<file path="src/rtl/ysyx_23060332_lsu.sv">
// Load-store unit: single-outstanding bus master between execute and writeback.
// Stores are lane-replicated with byte strobes; loads are extracted and sign/zero extended.
module ysyx_23060332_lsu #(
    parameter int unsigned TIMEOUT = 255
) (
    input  logic        clk,
    input  logic        rst_n,
    input  logic        in_valid,
    output logic        in_ready,
    input  logic        in_ren,
    input  logic        in_wen,
    input  logic [31:0] in_addr,
    input  logic [31:0] in_wdata,
    input  logic [2:0]  in_func3,
    input  logic [31:0] in_alu_result,
    input  logic [4:0]  in_waddr,
    input  logic        in_reg_wen,
    output logic        bus_req_valid,
    input  logic        bus_req_ready,
    output logic        bus_req_we,
    output logic [31:0] bus_req_addr,
    output logic [31:0] bus_req_wdata,
    output logic [3:0]  bus_req_wstrb,
    input  logic        bus_resp_valid,
    input  logic [31:0] bus_resp_rdata,
    input  logic        bus_resp_err,
    output logic        out_valid,
    input  logic        out_ready,
    output logic [4:0]  out_waddr,
    output logic [31:0] out_wdata,
    output logic        out_reg_wen,
    output logic        out_err
);

    typedef enum logic [1:0] {IDLE, REQ, WAIT, DONE} state_t;

    localparam logic [7:0] CNT_LAST = 8'(TIMEOUT - 1);

    state_t      state, state_nxt;
    logic [7:0]  cnt;
    logic        ld_q;
    logic [1:0]  off_q;
    logic [2:0]  func3_q;
    logic        reg_wen_q;

    logic        mem_op;
    logic        f3_bad;
    logic        misal;
    logic        fault;
    logic [31:0] st_data;
    logic [3:0]  st_strb;
    logic [31:0] shifted;
    logic [31:0] ld_data;

    assign in_ready = (state == IDLE);

    always_comb begin
        mem_op = in_ren | in_wen;
        if (in_ren)
            f3_bad = (in_func3 == 3'b011) || (in_func3[2:1] == 2'b11);
        else
            f3_bad = in_func3[2] || (in_func3[1:0] == 2'b11);
        misal = ((in_func3[1:0] == 2'b01) && in_addr[0]) ||
                ((in_func3[1:0] == 2'b10) && (in_addr[1:0] != 2'b00));
        fault = f3_bad | misal;
    end

    always_comb begin
        st_data = in_wdata;
        st_strb = 4'b1111;
        case (in_func3[1:0])
            2'b00: begin
                st_data = {4{in_wdata[7:0]}};
                st_strb = 4'b0001 << in_addr[1:0];
            end
            2'b01: begin
                st_data = {2{in_wdata[15:0]}};
                st_strb = 4'b0011 << in_addr[1:0];
            end
            default: ;
        endcase
    end

    always_comb begin
        shifted = bus_resp_rdata >> {off_q, 3'b000};
        case (func3_q)
            3'b000:  ld_data = {{24{shifted[7]}}, shifted[7:0]};
            3'b100:  ld_data = {24'd0, shifted[7:0]};
            3'b001:  ld_data = {{16{shifted[15]}}, shifted[15:0]};
            3'b101:  ld_data = {16'd0, shifted[15:0]};
            default: ld_data = shifted;
        endcase
    end

    always_ff @(posedge clk or negedge rst_n) begin
        if (!rst_n) state <= IDLE;
        else        state <= state_nxt;
    end

    always_comb begin
        state_nxt = state;
        case (state)
            IDLE: if (in_valid) state_nxt = (mem_op && !fault) ? REQ : DONE;
            REQ:  if (bus_req_ready) state_nxt = WAIT;
            WAIT: if (bus_resp_valid || cnt == CNT_LAST) state_nxt = DONE;
            DONE: if (out_ready) state_nxt = IDLE;
            default: state_nxt = IDLE;
        endcase
    end

    always_ff @(posedge clk or negedge rst_n) begin
        if (!rst_n) begin
            cnt           <= '0;
            ld_q          <= 1'b0;
            off_q         <= '0;
            func3_q       <= '0;
            reg_wen_q     <= 1'b0;
            bus_req_valid <= 1'b0;
            bus_req_we    <= 1'b0;
            bus_req_addr  <= '0;
            bus_req_wdata <= '0;
            bus_req_wstrb <= '0;
            out_valid     <= 1'b0;
            out_waddr     <= '0;
            out_wdata     <= '0;
            out_reg_wen   <= 1'b0;
            out_err       <= 1'b0;
        end else begin
            case (state)
                IDLE: if (in_valid) begin
                    ld_q      <= in_ren;
                    off_q     <= in_addr[1:0];
                    func3_q   <= in_func3;
                    reg_wen_q <= in_reg_wen;
                    out_waddr <= in_waddr;
                    if (!mem_op) begin
                        out_valid   <= 1'b1;
                        out_wdata   <= in_alu_result;
                        out_reg_wen <= in_reg_wen;
                        out_err     <= 1'b0;
                    end else if (fault) begin
                        out_valid   <= 1'b1;
                        out_wdata   <= '0;
                        out_reg_wen <= 1'b0;
                        out_err     <= 1'b1;
                    end else begin
                        bus_req_valid <= 1'b1;
                        bus_req_we    <= in_wen;
                        bus_req_addr  <= {in_addr[31:2], 2'b00};
                        bus_req_wdata <= in_wen ? st_data : '0;
                        bus_req_wstrb <= in_wen ? st_strb : '0;
                    end
                end
                REQ: if (bus_req_ready) begin
                    bus_req_valid <= 1'b0;
                    cnt           <= '0;
                end
                // A response in the final counted cycle still wins over the timeout.
                WAIT: if (bus_resp_valid) begin
                    out_valid   <= 1'b1;
                    out_err     <= bus_resp_err;
                    out_reg_wen <= ld_q & reg_wen_q & ~bus_resp_err;
                    out_wdata   <= (ld_q && !bus_resp_err) ? ld_data : '0;
                end else if (cnt == CNT_LAST) begin
                    out_valid   <= 1'b1;
                    out_err     <= 1'b1;
                    out_reg_wen <= 1'b0;
                    out_wdata   <= '0;
                end else begin
                    cnt <= cnt + 8'd1;
                end
                DONE: if (out_ready) begin
                    out_valid <= 1'b0;
                    out_err   <= 1'b0;
                end
                default: ;
            endcase
        end
    end

endmodule

</file>
<file path="config.mk">
export PLATFORM = sky130hd
export DESIGN_NAME = ysyx_23060332_lsu
export DESIGN_NICKNAME = d
export VERILOG_FILES = /design/src/rtl/ysyx_23060332_lsu.sv
export SDC_FILE = /design/constraint.sdc
export NUM_CORES = 1
export LEC_CHECK = 0
export CORE_ASPECT_RATIO = 0.6
export CORE_MARGIN = 3
export CORE_UTILIZATION = 44
export DETAILED_ROUTE_END_ITERATION = 12
export PLACE_DENSITY = 0.81
export SLEW_MARGIN = 20
export SYNTH_ARGS = -nofsm -noshare
export SYNTH_HDL_FRONTEND = slang
export SYNTH_SLANG_ARGS = --single-unit
</file>
<file path="constraint.sdc">
create_clock -name clk -period 2.2 [get_ports clk]
set_input_delay 0.44 -clock clk [delete_from_list [all_inputs] [get_ports clk]]
set_output_delay 0.44 -clock clk [all_outputs]
set_load 0.03 [all_outputs]
</file>
# Word level (Yosys, flattened, before mapping)
# Cells that the tools add are included.
dict set report classes {
  add_sub_neg 1
  eq_ne 22
  n_shift 3
  muxes 45
  bitwise_logic 6
  reduce_logical 25
}
# operator n
set ops {}
lappend ops {{32-bit two-way mux} 7}
lappend ops {{32-bit case mux with 2 select lines} 2}
lappend ops {{32-bit case mux with 4 select lines} 1}
lappend ops {{32-bit by 5-bit right shift with 32-bit output} 1}
lappend ops {{8-bit two-way mux} 3}
lappend ops {{1-bit two-way mux} 19}
lappend ops {{8-bit case mux with 2 select lines} 1}
lappend ops {{4-bit AND reduction} 4}
lappend ops {{2-bit inequality test (second input constant)} 7}
lappend ops {{2-bit == test (second input constant)} 5}
lappend ops {{2-bit two-way mux} 5}
lappend ops {{5-bit AND reduction} 2}
lappend ops {{8-bit by 1-bit adder with 8-bit output (second input constant)} 1}
lappend ops {{8-bit == test (second input constant)} 1}
lappend ops {{2-bit case mux with 4 select lines} 1}
lappend ops {{4-bit case mux with 2 select lines} 1}
lappend ops {{2-bit nonzero test} 4}
lappend ops {{3-bit == test (second input constant)} 2}
lappend ops {{1-bit case mux with 3 select lines} 2}
lappend ops {{2-bit by 1-bit == test with 1-bit output (second input constant)} 2}
lappend ops {{1-bit logical AND} 4}
lappend ops {{2-bit zero test} 2}
lappend ops {{1-bit logical OR} 4}
lappend ops {{4-bit two-way mux} 1}
lappend ops {{other kinds (15)} 20}
dict set report word_totals {
  ff_bits 125
  input_bits 146
  output_inout_bits 111
  word_cells 118
}

# Longest topological paths before layout
# Gate-level depths: netlist of run 1.
dict set report depth {
  word_depth 9
  depth_mapped 10
  mapped_depth_nobuf 7
}

# Least setup slack after synthesis of run 1
# Ideal clock, no wire load.
dict set report synth_path {
  path_kind {register to register}
  start {reg state[0]}
  end {reg bus_req_addr[28]}
  setup_time_ns 0.125
  arrival_ns 1.913
  slack_ns 0.162
  path_stages_with_launch 8
  path_buffers 2
  path_cell_list {dfrtp_1 > inv_1 > ha_1 > nand2_1 > or2_1 > buf_2 > buf_6 > mux2_4}
}
dict set report synth_between {
  elab_chain_len 2
}
# element line_no
set synth_rtl {}
lappend synth_rtl {{start: declaration} 39} ;# state_t state, state_nxt;
lappend synth_rtl {{start signal: assignment} 97} ;# else state <= state_nxt;
lappend synth_rtl {{2-bit zero test} --}
lappend synth_rtl {{net in_ready} 9} ;# output logic in_ready,
lappend synth_rtl {{4-bit AND reduction (no source line)} --}
lappend synth_rtl {{end signal: assignment} 149} ;# bus_req_addr <= {in_addr[31:2], 2'b00};
lappend synth_rtl {{end: declaration} 21} ;# output logic [31:0] bus_req_addr,
# The timed path passes the listed nets, and every way through them passes these cells.
# A chain may end at the register's enable or synchronous reset.

# Worst setup path in the final report of run 1
dict set report layout_path {
  start {in in_func3[2]}
  end {reg bus_req_wdata[16]}
}
dict set report layout_between {
  elab_chain_len 6
}
# element line_no
set layout_rtl {}
lappend layout_rtl {{start: declaration} 14} ;# input logic [2:0] in_func3,
lappend layout_rtl {{3-bit by 2-bit == test with 1-bit output or 2-bit == test (tied branches)} 60} ;# f3_bad = (in_func3 == 3'b011) || (in_func3[2:1] == 2'b11);
lappend layout_rtl {{1-bit logical OR} 60}
lappend layout_rtl {{1-bit two-way mux *} 59} ;# if (in_ren)
lappend layout_rtl {{1-bit bitwise OR *} 65} ;# fault = f3_bad | misal;
lappend layout_rtl {{1-bit NOT (no source line) *} --}
lappend layout_rtl {{4-bit AND reduction (no source line) *} --}
lappend layout_rtl {{end signal: assignment} 150} ;# bus_req_wdata <= in_wen ? st_data : '0;
lappend layout_rtl {{end: declaration} 22} ;# output logic [31:0] bus_req_wdata,
# Every way passes the cells marked *; elsewhere a longest branch is shown, timed or not.

==> flow_summary.toml, run 1 <==
[clock_network]
cts_buffers = 17
htreeDepth = 4
clockBufferDepth = 2
clkLatencyLatePin_ps = 410
tritoncts = "built"
postCtsSetupRepairBufs = 0
clk_pin_slew_worst_paths_ps = 60
cts_sinks = 125
cts-root-buf = "clkbuf_16"

[worst_setup_path]
cp_slowest_cell = "clkdlybuf4s50_1"
crit_fanout = 46
cp_cell_sequence = "clkdlybuf4s50_1, o41ai_2, o221ai_2, or2_2, buf_4, nand2_1, o21ai_0"
worst_ep_required_time_ps = 2460
slowest_delay_ps = 500
critPathLaunchType = "input pin"
path_class = "input pin to register"
crit_arrival_ps = 2350
path_delay_family = "buffers and inverters"
end_kind = "register"
worst-path-buf-inv = 2

[synth]
synth_most_common_cell = "nand2_1"
yosysSeqAreaShare = 0.4868
synth-simple-area-share = 0.1745
synth_top_area_cell = "dfrtp_1"
synth_top_family_by_area = "simple AND/OR/NAND/NOR gates"
synth-seq-cells = 125
synth_area_leaders = "dfrtp_1 (49%), nand2_1 (11%), mux2_2 (6.7%)"
synth_mux_area_frac = 0.1266
synth_edf_count = 0
synth_common_cells = "nand2_1 (184), dfrtp_1 (125), o21ai_0 (74)"
syn_inst = 696
synth-xor-area-share = 0.004089
synth_compound_area_frac = 0.1515
synthesis.area_mm2 = 0.006426
synth_adder_area_share = 0.01363
yosys_warnings = 0
synth_top_area_frac = 0.4868
avgSynthCellArea_um2 = 9.233
synth_cell_types = 45
async_reset_ff_frac = 1.000
synthFlopType = "dfrtp_1"

[routing]
drc = 0
wl_mm = 21.94
wl_per_cell_um = 18.72
via_per_inst = 5.336
drtPass1Iterations = 5
dr_total_vias = 6254
ant_nets = 0
drtIter0Drc = 471

[global_routing]
grt_first_pass_wirelength_mm = 33.70
grt_max_degree = 66
grt-ovfl-total = 0
grt_antenna_before_repair = 0
grt_use_total = 0.2691
grt_pass1_vias = 6056

[place]
place_congestion = 0.9944
io_buffers = 254
place_area_mm2 = 0.009420
placed_cells = 1139
pre_cts_slack_ps = -237.7
dp_hpwl_mm = 16.42

[finish]
drive_above_1_share = 0.1327
diodes = 0
nets = 1120
syn_to_final_growth_pct = 56.72
final_core_util = 0.7216
stdcell_count = 1172
final_area_mm2 = 0.01007
fillerInstances = 1030

[floorplanning]
die_w_um = 162.0
die-area_mm2 = 0.01614
fp-row-count = 33
coreArea_mm2 = 0.01396
io_pins = 257
start_util = 0.4605
die_y_um = 99.61

[timing]
skew_ps = 10.89
rsz0062_at_grt = "false"
max_slew_margin = 0.4653
fin_crit_sh = 0.9502
slew_viol_final = 0
max_freq_ghz = 0.4784
final_hold_viol_count = 0
worstMarginPinSlew_ps = 799.0
postLayoutSetupSlackWorst_ps = 109.5
setup_violations = 0
finalCriticalPeriod_ps = 2090

[worst_hold_path]
holdCritPathClass = "input pin to asynchronous set/reset pin"

[pwr]
leakagePower_nw = 4.442
fin_total_pwr_mw = 14.09
power_density_mw_per_mm2 = 1399
peakVddDrop_mv = 0.7070

[outcome]
status = "finished clean"

[run]
cap_violations = 0
-- cells by family (layout without fill, tap and decap cells) --
| kind of cell | after synthesis | count (layout) |
|---|---|---|
| simple gates | 267 | 267 |
| fa+ha+maj | 7 | 7 |
| compound gates | 160 | 160 |
| mux | 74 | 74 |
| other cells | 1 | 2 |
| xor+xnor | 3 | 3 |
| flops | 125 | 125 |
| buf+inv | 59 | 342 |
-- per-layer routing --
metal  routed length [µm]  GRT usage
met1                10180     0.3942
met2                 9695     0.4037
met3                 1855    0.07074
met4                  216    0.05767
met5                    0          0
-- timing repair --
| item | 4_1_cts | 5_1_grt |
|---|---|---|
| resized for setup | 1 | 3 |
| endpoints found under the hold margin | 2 | 0 |
| pin swaps | 0 | 0 |
| hold buffers | 1 | 0 |
| setup endpoints to repair | 1 | 3 |
-- state kept, by name (all words and copies together) (netlist names) --
register and flops:
bus_req_valid 1, cnt 8, ld_q 1, off_q 2, bus_req_we 1, out_wdata 32
out_reg_wen 1, state 2, reg_wen_q 1, out_err 1, bus_req_wdata 32, bus_req_wstrb 4
func3_q 3, out_waddr 5, out_valid 1, bus_req_addr 30
-- path summary, 6_finish.rpt --
path / slack [ps] / depth (start not counted) / endpoint / start
setup / recovery: 110 / 7 / bus_req_wdata[16] / in_func3[2]
hold / removal: 380 / 2 / bus_req_wdata[24] / rst_n
setup reg to reg: 130 / 7 / out_valid / state[0]
hold reg to reg: 470 / 2 / bus_req_wdata[4] / bus_req_wdata[4]
max in group asynchronous: 1260 / 3 / bus_req_addr[30] / rst_n
min in group clk: 470 / 2 / bus_req_wdata[4] / bus_req_wdata[4]
-- power by group --
part	internal [mW]	switching [mW]
Clock	1.97	1.07
Combinational	3.05	4.08
Sequential	3.27	0.649
-- worst reg2reg max path: cells and delay by family (launching register included) --
family	cells	cell delay [ps]
mux	1	340
flops	1	410
simple gates	1	260
compound gates	3	560
buf+inv	1	150
fa+ha+maj	1	250
-- per-stage QoR --
| step | setup TNS (ps) | hold slack (ps) |
|---|---|---|
| floorplan | 0 | 144.4 |
| global placement | -10860 | 253.3 |
| detailed placement | -14830 | 253.1 |
| CTS | 0 | 356.1 |
| global route | 0 | 391.5 |
| finish | 0 | 379.4 |
-- final cells by class --
| class | instances | area (µm²) | area share |
|---|---|---|---|
| sequential | 125 | 3128 | 0.3106 |
| multi-input combinational | 513 | 3043 | 0.3021 |
| timing repair buffer | 300 | 2983 | 0.2962 |
| clock buffer | 20 | 456.7 | 0.04535 |
| tap | 192 | 240.2 | 0.02385 |
| clock inverter | 12 | 182.7 | 0.01814 |
| inverter | 10 | 37.54 | 0.003727 |
-- cells in the final DEF (no fill, tap or decap), types with 31 or more instances in the layout --
cell type,instances
a21oi_1,35
buf_4,38
clkdlybuf4s50_1,252
dfrtp_1,125
mux2_2,38
mux2i_1,31
nand2_1,184
nor2_1,36
o21ai_0,74
Power figures use the tool's default switching activity.
==> run 2, diff against run 1 <==
--- a/config.mk
+++ b/config.mk
@@ -5,11 +5,13 @@
 export SDC_FILE = /design/constraint.sdc
 export NUM_CORES = 1
 export LEC_CHECK = 0
+export ABC_AREA = 1
 export CORE_ASPECT_RATIO = 0.6
 export CORE_MARGIN = 3
 export CORE_UTILIZATION = 44
 export DETAILED_ROUTE_END_ITERATION = 12
 export PLACE_DENSITY = 0.81
+export SKIP_CTS_REPAIR_TIMING = 1
 export SLEW_MARGIN = 20
 export SYNTH_ARGS = -nofsm -noshare
 export SYNTH_HDL_FRONTEND = slang
==> run 2 against run 1 <==
Compared with the run above: synthesized area increased by 2.4%; routed wire length shrank 3.6%; critical path depth is 1 higher; sequential power fell by 4%; clock skew down 0.56 ps; register-to-register slack gained 60 ps; design area is 1.5% lower; critical endpoint is now bus_req_wdata[11]; largest cell class unchanged.
==> flow_summary.toml, run 2 <==
[timing]
setup_violations = 0
fin_crit_sh = 0.9313
skew_ps = 10.33
max_slew_margin = 0.5578
hold_ws_ps = 5.231
slew_viol_final = 0
final_hold_viol_count = 0
finalCriticalPeriod_ps = 2049
worstMarginPinSlew_ps = 660.9
rsz0062_at_grt = "false"
max_freq_ghz = 0.4881

[worst_setup_path]
path_delay_family = "buffers and inverters"
cp_slowest_cell = "nor2_1"
critPathLaunchType = "input pin"
worst_ep_required_time_ps = 2470
reg2reg_depth = 10
reg2reg_slack_ps = 190
crit_fanout = 10
end_kind = "register"
worstReg2RegEnd = "out_wdata[22]"
worst-path-buf-inv = 4
crit_arrival_ps = 2320
cp_cell_sequence = "clkdlybuf4s50_1, buf_4, nor2_1, inv_1, nor2_1, inv_1, o21ai_0, o21ai_0"
slowest_delay_ps = 510
regToRegStartpoint = "state[0]"
worst-path-stages = 8
path_class = "input pin to register"

[worst_hold_path]
holdCritPathClass = "input pin to asynchronous set/reset pin"

[place]
placed_cells = 1318
dp_hpwl_mm = 15.57
place_area_mm2 = 0.009340
io_buffers = 254
place_congestion = 0.8550

[clock_network]
cts_sinks = 125
cts-root-buf = "clkbuf_16"
clockBufferDepth = 2
htreeDepth = 4
clk_pin_slew_worst_paths_ps = 60
tritoncts = "built"
clkLatencyLatePin_ps = 400
cts_buffers = 17

[finish]
reg.largest.list = "bus_req_wdata: 32 flops, out_wdata: 32 flops, bus_req_addr: 30 flops"
stdcell_count = 1350
final_area_mm2 = 0.009916
multiInputGateArea_mm2 = 0.002983
diodes = 0
fillerInstances = 1146
layout_common_cells = "nand2_1 (451), clkdlybuf4s50_1 (252), dfrtp_1 (125)"
drive_above_1_share = 0.07254
syn_to_final_growth_pct = 50.69
regArea_mm2 = 0.003128
nets = 1298
final_common_cell = "nand2_1"

[synth]
synth_top_area_cell = "dfrtp_1"
async_reset_ff_frac = 1.000
synthFlopType = "dfrtp_1"
synth_common_cells = "nand2_1 (451), dfrtp_1 (125), nand3_1 (43)"
synth_area_leaders = "dfrtp_1 (48%), nand2_1 (26%), nand3_1 (3.3%)"
synth-seq-cells = 125
synth_top_family_by_area = "simple AND/OR/NAND/NOR gates"
synth_most_common_cell = "nand2_1"
synth_adder_area_share = 0.01331
synth_mux_area_frac = 0.008557
synth_compound_area_frac = 0.09317
avgSynthCellArea_um2 = 7.360
synth_edf_count = 0
yosys_warnings = 0
syn_inst = 894
synth-xor-area-share = 0.003993
synth-simple-area-share = 0.3331
synth_top_area_frac = 0.4754
synthesis.area_mm2 = 0.006580
yosysSeqAreaShare = 0.4754
synth_cell_types = 33

[global_routing]
grt-ovfl-total = 0
grt_first_pass_wirelength_mm = 33.55
grt_use_total = 0.2582
grt_max_degree = 56
grt_pass1_vias = 6344
grt_antenna_before_repair = 0

[pwr]
leakagePower_nw = 4.870
p_switching_mw = 6.026
peakVddDrop_mv = 0.7661
seq_power_share = 0.279
switching_share = 0.4448
fin_total_pwr_mw = 13.55
combPwrFrac = 0.520
power_density_mw_per_mm2 = 1366
internal_power_mw = 7.521
clockPowerShare = 0.201

[routing]
dr_total_vias = 6767
drtPass1Iterations = 5
drc = 0
via_per_inst = 5.013
wl_per_cell_um = 15.66
ant_nets = 0
drtIter0Drc = 552
wl_mm = 21.15

[floorplanning]
io_pins = 257
coreArea_mm2 = 0.01412
start_util = 0.4660
die-area_mm2 = 0.01651
fp-row-count = 33
die_w_um = 163.9
die_y_um = 100.7

[run]
cap_violations = 0

[outcome]
status = "finished clean"
[run 2: metrics by stage]
stage / utilization / setup TNS [ps] / worst slack [ps]
after floorplan: - / 0 / 372.4
after global placement: 0.6614 / -78.92 / -16.20
after detailed placement: 0.6614 / -829.3 / -122.7
after CTS: 0.7020 / -123.3 / -123.3
after global routing: 0.7022 / 0 / 39.16
final: 0.7022 / 0 / 151.2
[run 2: per-layer routing]
| metal | vias to the layer above | GRT usage | share of wire |
|---|---|---|---|
| li1 | 3334 | - | - |
| met2 | 298 | 0.3838 | 0.43 |
| met3 | 20 | 0.09401 | 0.11 |
| met5 | - | 0 | 0 |
| met4 | 0 | 0.05718 | 0.012 |
| met1 | 3115 | 0.3632 | 0.44 |
[run 2: worst max-delay path by stage]
stage                     start                end  slack (ps)
floorplan              state[0]      out_wdata[11]         370
global placement    in_func3[1]  bus_req_wdata[10]         -20
detailed placement  in_func3[1]  bus_req_wdata[11]        -120
CTS                    state[0]           in_ready        -120
global route           state[0]             cnt[1]          40
finish              in_func3[1]  bus_req_wdata[11]         150
[run 2: worst register-to-register path, delay by kind of cell, from the launching register on]
kind                     cells  cell delay, ps
AO/OA/AOI/OAI                1             240
AND/OR/NAND/NOR              6             630
flip-flops                   1             420
buffers and inverters        2             250
adder cells (fa/ha/maj)      1             410
[run 2: layout make-up]
class	instances	share of cell area
multi-input cells	673	0.3008
flip-flops and latches	125	0.3155
clock inverters	14	0.01350
repair buffers	278	0.2825
clock buffers	18	0.04429
well taps	192	0.02423
inverters	50	0.01918
[run 2: kinds of logic after synthesis]
kind of cell,count (synthesis)
AND/OR/NAND/NOR,545
flip-flops,125
AO/OA/AOI/OAI,111
buffers and inverters,97
adder cells (fa/ha/maj),7
multiplexers,5
XOR/XNOR,3
other,1
[run 2: power by group through the flow]
stage / clock network, mW / registers [mW] / logic, mW
4_1_cts: 2.77 / 3.78 / 7.09
6_report: 2.72 / 3.78 / 7.04
2_1_floorplan: 0 / 5.41 / 2.69
3_3_place_gp: 0 / 3.78 / 6.96
5_1_grt: 2.88 / 3.89 / 7.68
3_5_place_dp: 0 / 3.81 / 7.04
==> run 3, diff against run 2 <==
==> constraint.sdc (replaced) <==
create_clock -name clk -period 2.2 [get_ports clk]
set_input_delay 0.44 -clock clk [delete_from_list [all_inputs] [get_ports clk]]
set_output_delay 0.44 -clock clk [all_outputs]
set_load 0.05 [all_outputs]
==> run 3 against run 2 <==
Compared with the run above: sequential share of layout area rose by 0.080 points; die area did not move; worst hold slack worse by 1.7 ps; flip-flop and latch count stayed put; non-clock buffer count unchanged; global-route usage is 0.33 points higher; critical path type is now register to output pin.
==> flow_summary.toml, run 3 (same netlist as run 2, synthesis figures left out) <==
[pwr]
power_density_mw_per_mm2 = 1503
internal_power_mw = 7.556
clockPowerShare = 0.183
fin_total_pwr_mw = 14.87
leakagePower_nw = 4.852
switching_share = 0.4919
p_switching_mw = 7.314
seq_power_share = 0.255
combPwrFrac = 0.562
peakVddDrop_mv = 0.8357

[place]
dp_hpwl_mm = 15.69
pre_cts_slack_ps = -52.11
io_buffers = 254
placed_cells = 1318
place_congestion = 0.8533
place_area_mm2 = 0.009335

[finish]
final_core_util = 0.7004
nets = 1298
final_area_mm2 = 0.009891
reg.largest.list = "bus_req_wdata: 32 flops, out_wdata: 32 flops, bus_req_addr: 30 flops"
drive_above_1_share = 0.07180
layout_common_cells = "nand2_1 (451), clkdlybuf4s50_1 (251), dfrtp_1 (125)"
syn_to_final_growth_pct = 50.31
diodes = 0
stdcell_count = 1348
final_common_cell = "nand2_1"

[timing]
postLayoutSetupSlackWorst_ps = 126.5
fin_crit_sh = 0.9425
final_hold_viol_count = 0
skew_ps = 8.275
finalCriticalPeriod_ps = 2073
max_slew_margin = 0.6073
max_freq_ghz = 0.4823
rsz0062_at_grt = "false"
slew_viol_final = 0
worstMarginPinSlew_ps = 587.3
setup_violations = 0

[global_routing]
grt_use_total = 0.2615
grt_antenna_before_repair = 0
grt-ovfl-total = 0
grt_first_pass_wirelength_mm = 33.99
grtUsageMet3 = 0.08744
grt_pass1_vias = 6549
grt_max_degree = 56
grtUsageMet2 = 0.3904
grtUsageMet1 = 0.3689
grt_busiest_layer = "met2"

[worst_setup_path]
path_delay_family = "buffers and inverters"
critPathLaunchType = "register"
end_kind = "output pin"
worst-path-buf-inv = 1
crit_arrival_ps = 1630
crit_fanout = 2
worst_ep_required_time_ps = 1760
cp_slowest_cell = "clkdlybuf4s50_1"
path_class = "register to output pin"
slowest_delay_ps = 840
cp_cell_sequence = "clkdlybuf4s50_1"

[run]
cap_violations = 0

[clock_network]
cts_buffers = 17
clk_pin_slew_worst_paths_ps = 60
cts_sinks = 125
cts-root-buf = "clkbuf_16"
clkLatencyLatePin_ps = 410
clockBufferDepth = 2
htreeDepth = 4
tritoncts = "built"

[floorplanning]
fp-row-count = 33
die-area_mm2 = 0.01651
die_y_um = 100.7
io_pins = 257
coreArea_mm2 = 0.01412
die_w_um = 163.9
start_util = 0.4660

[outcome]
status = "finished clean"

[routing]
wl_per_cell_um = 15.74
ant_nets = 0
drtPass1Iterations = 5
via_per_inst = 5.066
drtIter0Drc = 752
wl_mm = 21.21
dr_total_vias = 6829
drc = 0

[worst_hold_path]
holdCritPathClass = "input pin to asynchronous set/reset pin"
-- run 3: cell types whose count changed in the layout (fill, tap and decap cells not counted), moves of 2 or more --
cell and delta:
inv_6 -3, buf_4 +2, clkinv_2 +2, clkbuf_1 +2
-- run 3: layout make-up --
class / count / area, µm²
fillers: 1142 / 4230
clock buffers: 19 / 432.9
inverters: 50 / 190.2
well taps: 192 / 240.2
repair buffers: 278 / 2794
flip-flops and latches: 125 / 3128
clock inverters: 11 / 120.1
multi-input cells: 673 / 2985
-- run 3: final timing paths --
path / start / slack [ps] / cells past startpoint / endpoint
max in group asynchronous: rst_n / 1590 / 2 / bus_req_wstrb[0]
min in group clk: bus_req_addr[30] / 470 / 2 / bus_req_addr[30]
max: bus_req_wdata[12] / 130 / 1 / bus_req_wdata[12]
min: rst_n / 4 / 1 / bus_req_addr[27]
max reg2reg: state[0] / 310 / 9 / out_wdata[24]
min reg2reg: bus_req_addr[30] / 470 / 2 / bus_req_addr[30]
-- run 3: power by group through the flow --
stage / logic, mW / registers (mW) / clock network, mW
6_report: 8.36 / 3.79 / 2.72
5_1_grt: 8.97 / 3.90 / 2.87
4_1_cts: 8.39 / 3.79 / 2.75
3_5_place_dp: 8.35 / 3.81 / 0
3_3_place_gp: 8.25 / 3.78 / 0
2_1_floorplan: 2.72 / 6.67 / 0
-- run 3: metal layers --
| layer | part of all wire | up-vias |
|---|---|---|
| met5 | 0 | - |
| met4 | 0.014 | 0 |
| met3 | 0.10 | 32 |
| met2 | 0.43 | 306 |
| met1 | 0.45 | 3166 |
| li1 | - | 3325 |
-- run 3: stage by stage --
step | hold WS, ps | TNS [ps]
floorplan | 144.4 | 0
global placement | 444.8 | -64.13
detailed placement | 445.9 | -231.7
CTS | 14.58 | 0
global route | 24.18 | 0
finish | 3.560 | 0
